$ cat config.mk
export PLATFORM = sky130hd
export DESIGN_NAME = axis_pid
export DESIGN_NICKNAME = d
export VERILOG_FILES = /design/src/rtl/pid_pkg.sv /design/src/rtl/axis_pid_d_queue.sv /design/src/rtl/axis_pid.sv
export SDC_FILE = /design/constraint.sdc
export NUM_CORES = 1
export LEC_CHECK = 0
export CORE_MARGIN = 4
export CORE_UTILIZATION = 50
export DETAILED_ROUTE_END_ITERATION = 7
export DONT_BUFFER_PORTS = 1
export HOLD_SLACK_MARGIN = 0.02
export PLACE_DENSITY = 0.66
export SETUP_SLACK_MARGIN = 0.05
export SLEW_MARGIN = 20
export SYNTH_ARGS = -nofsm -noshare
export SYNTH_HDL_FRONTEND = slang
export SYNTH_SLANG_ARGS = --single-unit
$ cat constraint.sdc
create_clock -name clk -period 8.29 [get_ports clk]
set_input_delay 1.658 -clock clk [delete_from_list [all_inputs] [get_ports clk]]
set_output_delay 1.658 -clock clk [all_outputs]
set_load 0.03 [all_outputs]
$ cat src/rtl/pid_pkg.sv
// Shared widths, saturation limits and the saturate helper for the single-axis PID stage.
package pid_pkg;

    localparam int unsigned DATA_W   = 16;
    localparam int unsigned DIFF_W   = 17;
    localparam int unsigned ERR_W    = 10;
    localparam int unsigned D_DIFF_W = 7;
    localparam int unsigned INTEG_W  = 18;
    localparam int unsigned CNTRL_W  = 11;
    localparam int unsigned P_W      = 14;
    localparam int unsigned D_W      = 12;
    localparam int unsigned SUM_W    = 15;

    localparam int ERR_MAX    = 511;
    localparam int ERR_MIN    = -512;
    localparam int D_DIFF_MAX = 63;
    localparam int D_DIFF_MIN = -64;
    localparam int INTEG_MAX  = 131071;
    localparam int INTEG_MIN  = -131072;
    localparam int CNTRL_MAX  = 1023;
    localparam int CNTRL_MIN  = -1024;

    // Clamp a wide signed value into [lo, hi]; caller narrows the result to the target width.
    function automatic logic signed [31:0] sat_signed(input logic signed [31:0] val,
                                                      input int lo, input int hi);
        if (val > hi)
            return hi;
        else if (val < lo)
            return lo;
        return val;
    endfunction

endpackage

$ cat src/rtl/axis_pid_d_queue.sv
// Shift register of past saturated errors; oldest entry feeds the derivative difference.
module d_queue
    import pid_pkg::*;
#(
    parameter int unsigned DEPTH = 12
) (
    input  logic                    clk,
    input  logic                    clr,
    input  logic                    push,
    input  logic signed [ERR_W-1:0] din,
    output logic                    full,
    output logic signed [ERR_W-1:0] oldest
);

    localparam int unsigned CNT_W = $clog2(DEPTH + 1);

    logic signed [ERR_W-1:0] q [DEPTH];
    logic [CNT_W-1:0]        fill;

    // Fill count saturates at DEPTH; full is registered alongside it.
    always_ff @(posedge clk) begin
        if (clr) begin
            for (int i = 0; i < DEPTH; i++) q[i] <= '0;
            fill <= '0;
            full <= 1'b0;
        end else if (push) begin
            q[0] <= din;
            for (int i = 1; i < DEPTH; i++) q[i] <= q[i-1];
            if (!full) begin
                fill <= fill + CNT_W'(1);
                full <= (fill == CNT_W'(DEPTH - 1));
            end
        end
    end

    assign oldest = q[DEPTH-1];

endmodule

$ cat src/rtl/axis_pid.sv
// Single-axis PID: error capture, P/I/D term stage, sum stage, saturated output register.
module axis_pid
    import pid_pkg::*;
#(
    parameter int unsigned P_COEFF       = 6,
    parameter int unsigned D_COEFF       = 7,
    parameter int unsigned D_QUEUE_DEPTH = 12,
    parameter int unsigned I_SHIFT       = 6
) (
    input  logic                      clk,
    input  logic                      rst,
    input  logic                      en,
    input  logic                      vld,
    input  logic signed [DATA_W-1:0]  actual,
    input  logic signed [DATA_W-1:0]  desired,
    output logic signed [CNTRL_W-1:0] cntrl,
    output logic                      cntrl_vld
);

    logic clr;
    logic s1_vld, s2_vld, s3_vld;
    logic signed [ERR_W-1:0]    s1_err;
    logic signed [P_W-1:0]      s2_p;
    logic signed [D_W-1:0]      s2_d;
    logic signed [INTEG_W-1:0]  s2_i;
    logic signed [INTEG_W-1:0]  integ;
    logic signed [SUM_W-1:0]    s3_sum;

    logic signed [DIFF_W-1:0]   diff_c;
    logic signed [ERR_W-1:0]    err_sat_c;
    logic signed [D_DIFF_W-1:0] d_diff_c;
    logic signed [P_W-1:0]      p_term_c;
    logic signed [D_W-1:0]      d_term_c;
    logic signed [INTEG_W-1:0]  integ_next_c;
    logic signed [INTEG_W-1:0]  i_term_c;
    logic signed [SUM_W-1:0]    sum_c;
    logic signed [CNTRL_W-1:0]  cntrl_c;

    logic                       q_full;
    logic signed [ERR_W-1:0]    q_oldest;

    // Reset and disable both flush every stage, the integrator and the history.
    assign clr = rst | ~en;

    d_queue #(.DEPTH(D_QUEUE_DEPTH)) u_d_queue (
        .clk    (clk),
        .clr    (clr),
        .push   (s1_vld),
        .din    (s1_err),
        .full   (q_full),
        .oldest (q_oldest)
    );

    always_comb begin
        diff_c       = DIFF_W'(actual) - DIFF_W'(desired);
        err_sat_c    = ERR_W'(sat_signed(32'(diff_c), ERR_MIN, ERR_MAX));
        d_diff_c     = D_DIFF_W'(sat_signed(32'(s1_err) - 32'(q_oldest), D_DIFF_MIN, D_DIFF_MAX));
        p_term_c     = P_W'(32'(s1_err) * $signed(32'(P_COEFF)));
        d_term_c     = '0;
        if (q_full)
            d_term_c = D_W'(32'(d_diff_c) * $signed(32'(D_COEFF)));
        integ_next_c = INTEG_W'(sat_signed(32'(integ) + 32'(s1_err), INTEG_MIN, INTEG_MAX));
        i_term_c     = integ_next_c >>> I_SHIFT;
        sum_c        = SUM_W'(32'(s2_p) + 32'(s2_d) + 32'(s2_i));
        cntrl_c      = CNTRL_W'(sat_signed(32'(s3_sum), CNTRL_MIN, CNTRL_MAX));
    end

    // Pipeline registers; data fields only load on their stage valid so cntrl holds between samples.
    always_ff @(posedge clk) begin
        if (clr) begin
            s1_vld    <= 1'b0;
            s1_err    <= '0;
            s2_vld    <= 1'b0;
            s2_p      <= '0;
            s2_d      <= '0;
            s2_i      <= '0;
            integ     <= '0;
            s3_vld    <= 1'b0;
            s3_sum    <= '0;
            cntrl     <= '0;
            cntrl_vld <= 1'b0;
        end else begin
            s1_vld    <= vld;
            s2_vld    <= s1_vld;
            s3_vld    <= s2_vld;
            cntrl_vld <= s3_vld;
            if (vld)
                s1_err <= err_sat_c;
            if (s1_vld) begin
                s2_p  <= p_term_c;
                s2_d  <= d_term_c;
                s2_i  <= i_term_c;
                integ <= integ_next_c;
            end
            if (s2_vld)
                s3_sum <= sum_c;
            if (s3_vld)
                cntrl <= cntrl_c;
        end
    end

endmodule

After elaboration in Yosys (flattened, before gate mapping)
Memories as Yosys holds them, arrays and structs flattened. Cells that the tools add are included.

Flip-flop bits (word level): 100. Memories kept: 1. Bits in writable memories: 120. Word-level logic and storage cells: 86. Input port bits: 36.

$mul: 2. Eq/ne operators: 1. Reduce and logical (&&, ||, !) cells: 1. Order comparisons: 8. Muxes and demuxes: 39. Add/subtract/negate cells: 6. Bitwise operators: 15.

Memory list: u_d_queue.q (depth 12, width 10, rd ports 12, clocked after Yosys merged registers in 0, wr ports 12, line axis_pid_d_queue.sv:17) `logic signed [ERR_W-1:0] q [DEPTH];`.

Operators by type and width (count): $mux W10 (15); $mux W18 (3); $mux W11 (3); $mux W7 (3); $add A18 B10 Y19 (1); $gt A19 B18 Y1 const B (1); $lt A19 B18 Y1 const B (1); $gt A17 B10 Y1 const B (1); $lt A17 B10 Y1 const B (1); $sub A16 B16 Y17 (1); $add A14 B12 Y15 (1); $add A15 B12 Y15 (1); $gt A15 B11 Y1 const B (1); $lt A15 B11 Y1 const B (1); $mux W1 (14); $mul A10 B3 Y13 const B (1); $or A1 B1 Y1 (13); $mux W12 (1); $gt A11 B7 Y1 const B (1); $lt A11 B7 Y1 const B (1); $mul A7 B4 Y11 const B (1); $sub A10 B10 Y11 (1); $add A4 B1 Y4 const B (1); $eq A4 B4 Y1 const B (1); 2 further kinds (3).

Logic depth before layout (Yosys ltp)
An unclocked memory read counts as a cell.

Word-level depth: 8. Mapped depth: 26. Mapped depth without buffers: 25.

Hierarchy
From an unflattened synthesis, not the netlist that was laid out.

Cells, all modules: 1100. Area total of the unflattened synthesis: 11666.2 um^2.

Modules (own cells, without submodules): axis_pid (area an instance 6930.4 um^2, sequential area each 1641.6 um^2, cells an instance 812, instances 1); d_queue (area an instance 4735.8 um^2, sequential area each 3703.6 um^2, cells an instance 288, instances 1).

Least setup slack after synthesis
OpenSTA, ideal clock, no wires.

Kind: register to register. From: register s1_err[0]. To: register s2_d[10]. Stages on the path, launching flop included: 26. Library setup time: 0.120 ns. Data arrival time: 5.022 ns. Slack: 3.148 ns. Clock period less this slack: 5.142 ns. Cell sequence: dfxtp_1 inv_1 ha_1 inv_1 fa_1 a21o_1 a221oi_1 o2111ai_1 and2_1 clkbuf_8 inv_1 nand2_1 inv_1 o21ai_0 ha_1 inv_1 fa_1 fa_1 nor2b_1 o21ai_0 nand2b_1 a21o_2 a21o_2 nor4b_1 mux2i_1 a211o_1.

Longest elaborated chain between the ends: 7. Elaborated cells between the ends (all ways): 9.

RTL lines: from (decl) (line axis_pid.sv:22) `logic signed [ERR_W-1:0] s1_err;`; from (signal assigned) (line axis_pid.sv:88) `s1_err <= err_sat_c;`; $sub A10 B10 Y11 * (line axis_pid.sv:57) `d_diff_c = D_DIFF_W'(sat_signed(32'(s1_err) - 32'(q_oldest), D_DIFF_MIN, D_DIFF_MAX));`; $lt A11 B7 Y1 (line pid_pkg.sv:28) `else if (val < lo)`; $mux W1 (line pid_pkg.sv:28); $mux W1 (line pid_pkg.sv:26) `if (val > hi)`; $mux W7 * (line pid_pkg.sv:30) `return val;`; $mul A7 B4 Y11 * (line axis_pid.sv:61) `d_term_c = D_W'(32'(d_diff_c) * $signed(32'(D_COEFF)));`; $mux W12 * (line axis_pid.sv:60) `if (q_full)`; to (signal assigned) (line axis_pid.sv:91) `s2_d <= d_term_c;`; to (decl) (line axis_pid.sv:24) `logic signed [D_W-1:0] s2_d;`.

Mark *: on every way between the ends. The rest lies on a longest branch, timed or not. A chain may end at the register's enable or synchronous reset.

Worst setup path in the final report
Same ends and word-level chain as after synthesis.

==> results.cfg <==
[status]
status = finished clean

[clock_tree]
cts_buffers = 24
clock-sinks = 207
clkTransAtPathRegs_ns = 0.06
cts_resized = 0
cts_setup_buffers = 0
clockBufferDepth = 3
root_buffer = clkbuf_16
hold_buffers = 0
insertion_delay_ns = 0.51
htreeDepth = 1
cts_tree = built

[routing]
drt_wl_total_um = 22400
first_pass_iters = 5
num_vias = 8029
routed_via_density = 5.63
post_drt_wl_per_cell_um = 15.7
drt_iter0_drc = 698
ant_nets = 0
drc = 0

[synth]
synth_compound_area_frac = 0.142
synth_seq_cells = 207
synth-simple-area-share = 0.159
synth_cell_type_count = 75
synth_cells = 1110
synth_nets = 1260
syn_area_per_cell_um2 = 10.5
synth_top_family_by_area = simple AND/OR/NAND/NOR gates
synthMuxAreaShare = 0.0191
synth_edf_count = 120
yosysWarningCount = 0
synth_area_um2 = 11600
synth_adder_area_share = 0.138
ys.flop_type = edfxtp_1
yosysSeqAreaShare = 0.460
synthTopCellsByArea = edfxtp_1 31%, dfxtp_1 15%, ha_1 9.8%
synth_top_area_cell = edfxtp_1
synth_async_sr_flop_share = 0
synthXorXnorAreaFrac = 0.0422
yosysTopAreaCellShare = 0.310

[final_layout]
n_fill_cell = 1995
synthToLayoutAreaGrowth_pct = 8.79
regArea_um2 = 5350
post-route-util = 0.555
antenna_cells = 0
mostFrequentLayoutCell = edfxtp_1
multi_input_area_um2 = 5810
layout-drive-gt1-share = 0.0531
final_cell_mix = 120 x edfxtp_1, 110 x and3_1, 91 x ha_1
finalNonFillerCells = 1425
fin_nets = 1246

[die]
core_um2 = 22800
fp.dieH_um = 160
rows = 55
die_w_um = 160
die_area_um2 = 25700
io_pins = 48
initial_core_util = 0.510

[placement]
portBuffers = 0
place_congestion = 0.844
placed_cells = 1383
pre_cts_ws_ns = 2.71
dp.final_hpwl_um = 15300

[worst_hold_path]
hold_path.class = reg -> reg
worstHoldStart = s3_sum[9]$_SDFFE_PP0P_
min_path_cells = 2
hold_end = s3_sum[9]$_SDFFE_PP0P_

[sta]
min_period_over_period = 0.681
hold_violations = 0
fmax_mhz = 177
max_slew_margin = 0.303
timing.hold.ws_ns = 0.472
clock_skew_ns = 0.00648
rsz0062_at_grt = false
worst_pin_slew_ns = 1.05
final.min_clock_period_ns = 5.64
finalSetupTns_ns = 0
drv_slew = 0
worst_slack_ns = 2.65
setup-violations-final = 0

[job]
max_cap_violations = 0

[grt]
grt_start_max_net_pins = 112
antenna_found_initial = 0
grt_pass1_vias = 7666
grt-ovfl-total = 0
grt_pass1_wl_um = 37900
grt_usage = 0.174

[power]
power_density_nw_per_um2 = 234
p_leak_uw = 0.00575
vdd_ir_drop_max_uv = 162

[setup_path]
crit_required_ns = 8.69
critPathLaunchType = flip-flop
r2r_setup_slack_ns = 2.65
worstRegToRegCells = 24
cp_max_fo = 9
cp-end-kind = flip-flop
r2r-start = s1_err[0]$_SDFFE_PP0P_
r2r-end = s2_d[10]$_SDFFE_PP0P_
worstPathArrival_ns = 6.04
worstSetupPathType = reg -> reg
[synthesized netlist by cell type (all sizes together), types with 3 or more instances]
master / instances
edfxtp: 120
and3: 110
ha: 91
dfxtp: 87
inv: 73
a21oi: 63
nand2: 63
nor2: 58
o21ai: 52
clkbuf: 42
xnor2: 40
and2: 26
fa: 23
a21o: 21
mux2i: 21
nand3: 20
a22oi: 16
xor2: 16
nor3: 13
nor2b: 12
a211oi: 11
o21bai: 10
o21a: 9
nand2b: 8
or3: 7
a22o: 6
a31oi: 6
nand4: 6
nor4: 6
o311ai: 6
a2111oi: 5
buf: 5
o211ai: 5
or2: 5
a21boi: 4
o31ai: 4
a211o: 3
o211a: 3
[where the power goes]
group | total, uW | switching [uW] | internal [uW]
combinational | 810 | 447 | 364
sequential | 1150 | 22.5 | 1120
clock | 1000 | 394 | 611
total | 2960 | 863 | 2100
[area by class of cell]
cell class                      count  area share
Clock buffer                       32      0.0515
Clock inverter                     10     0.00852
Inverter                           73      0.0219
Multi-Input combinational cell    783       0.460
Sequential cell                   207       0.423
Tap cell                          313      0.0310
Timing Repair Buffer                7     0.00416
[cells by family after synthesis]
family	count (synthesis)
xor+xnor	56
buf+inv	120
fa+ha+maj	114
mux	22
compound gates	247
flops	207
simple gates	344
[critical path: stages (launching register included)]
cell and delay [ns]:
dfxtp_1 0.34, inv_1 0.08, ha_1 0.17, inv_1 0.05
fa_1 0.41, a21o_1 0.22, a221oi_1 0.54, o2111ai_1 0.19
and2_1 0.27, inv_1 0.25, nand2_1 0.16, inv_1 0.12
o21ai_0 0.18, ha_1 0.34, inv_1 0.05, fa_1 0.49
fa_1 0.46, nor2b_1 0.12, o21ai_0 0.08, nand2b_1 0.11
a21o_2 0.13, a21o_2 0.13, nor4b_1 0.29, mux2i_1 0.12
a211o_1 0.23
[registers in the layout, summed over array words and instances, names as in the netlist, 4 cells and up]
signal / count
u_d_queue.q: 120
s3_sum: 15
s2_p: 13
s2_i: 12
cntrl: 11
s2_d: 11
s1_err: 10
integ: 6
u_d_queue.fill: 4
[layer usage]
metal / GRT usage / part of all wire / vias to the layer above
met1: 0.253 / 0.49 / 3844
met5: 0 / 0 / -
li1: - / - / 4029
met2: 0.278 / 0.46 / 132
met3: 0.0254 / 0.039 / 24
met4: 0.0395 / 0.015 / 0
[worst max-delay path by stage]
stage | from | end
after floorplan | s1_err[0]$_SDFFE_PP0P_ | s2_d[10]$_SDFFE_PP0P_
after global placement | s1_err[0]$_SDFFE_PP0P_ | s2_d[10]$_SDFFE_PP0P_
after detailed placement | s1_err[0]$_SDFFE_PP0P_ | s2_d[10]$_SDFFE_PP0P_
after CTS | s1_err[0]$_SDFFE_PP0P_ | s2_d[10]$_SDFFE_PP0P_
after global routing | s1_err[0]$_SDFFE_PP0P_ | s2_d[10]$_SDFFE_PP0P_
final | s1_err[0]$_SDFFE_PP0P_ | s2_d[10]$_SDFFE_PP0P_
[per-stage QoR]
step                      instance area (um^2)  total power [uW]
final                                    12600              2960
after global placement                   11900              1960
after global routing                     12600              3160
after detailed placement                 11900              1970
after floorplan                          11600              1820
after CTS                                12600              3000
Note: power is estimated with default switching activity, not from simulation.
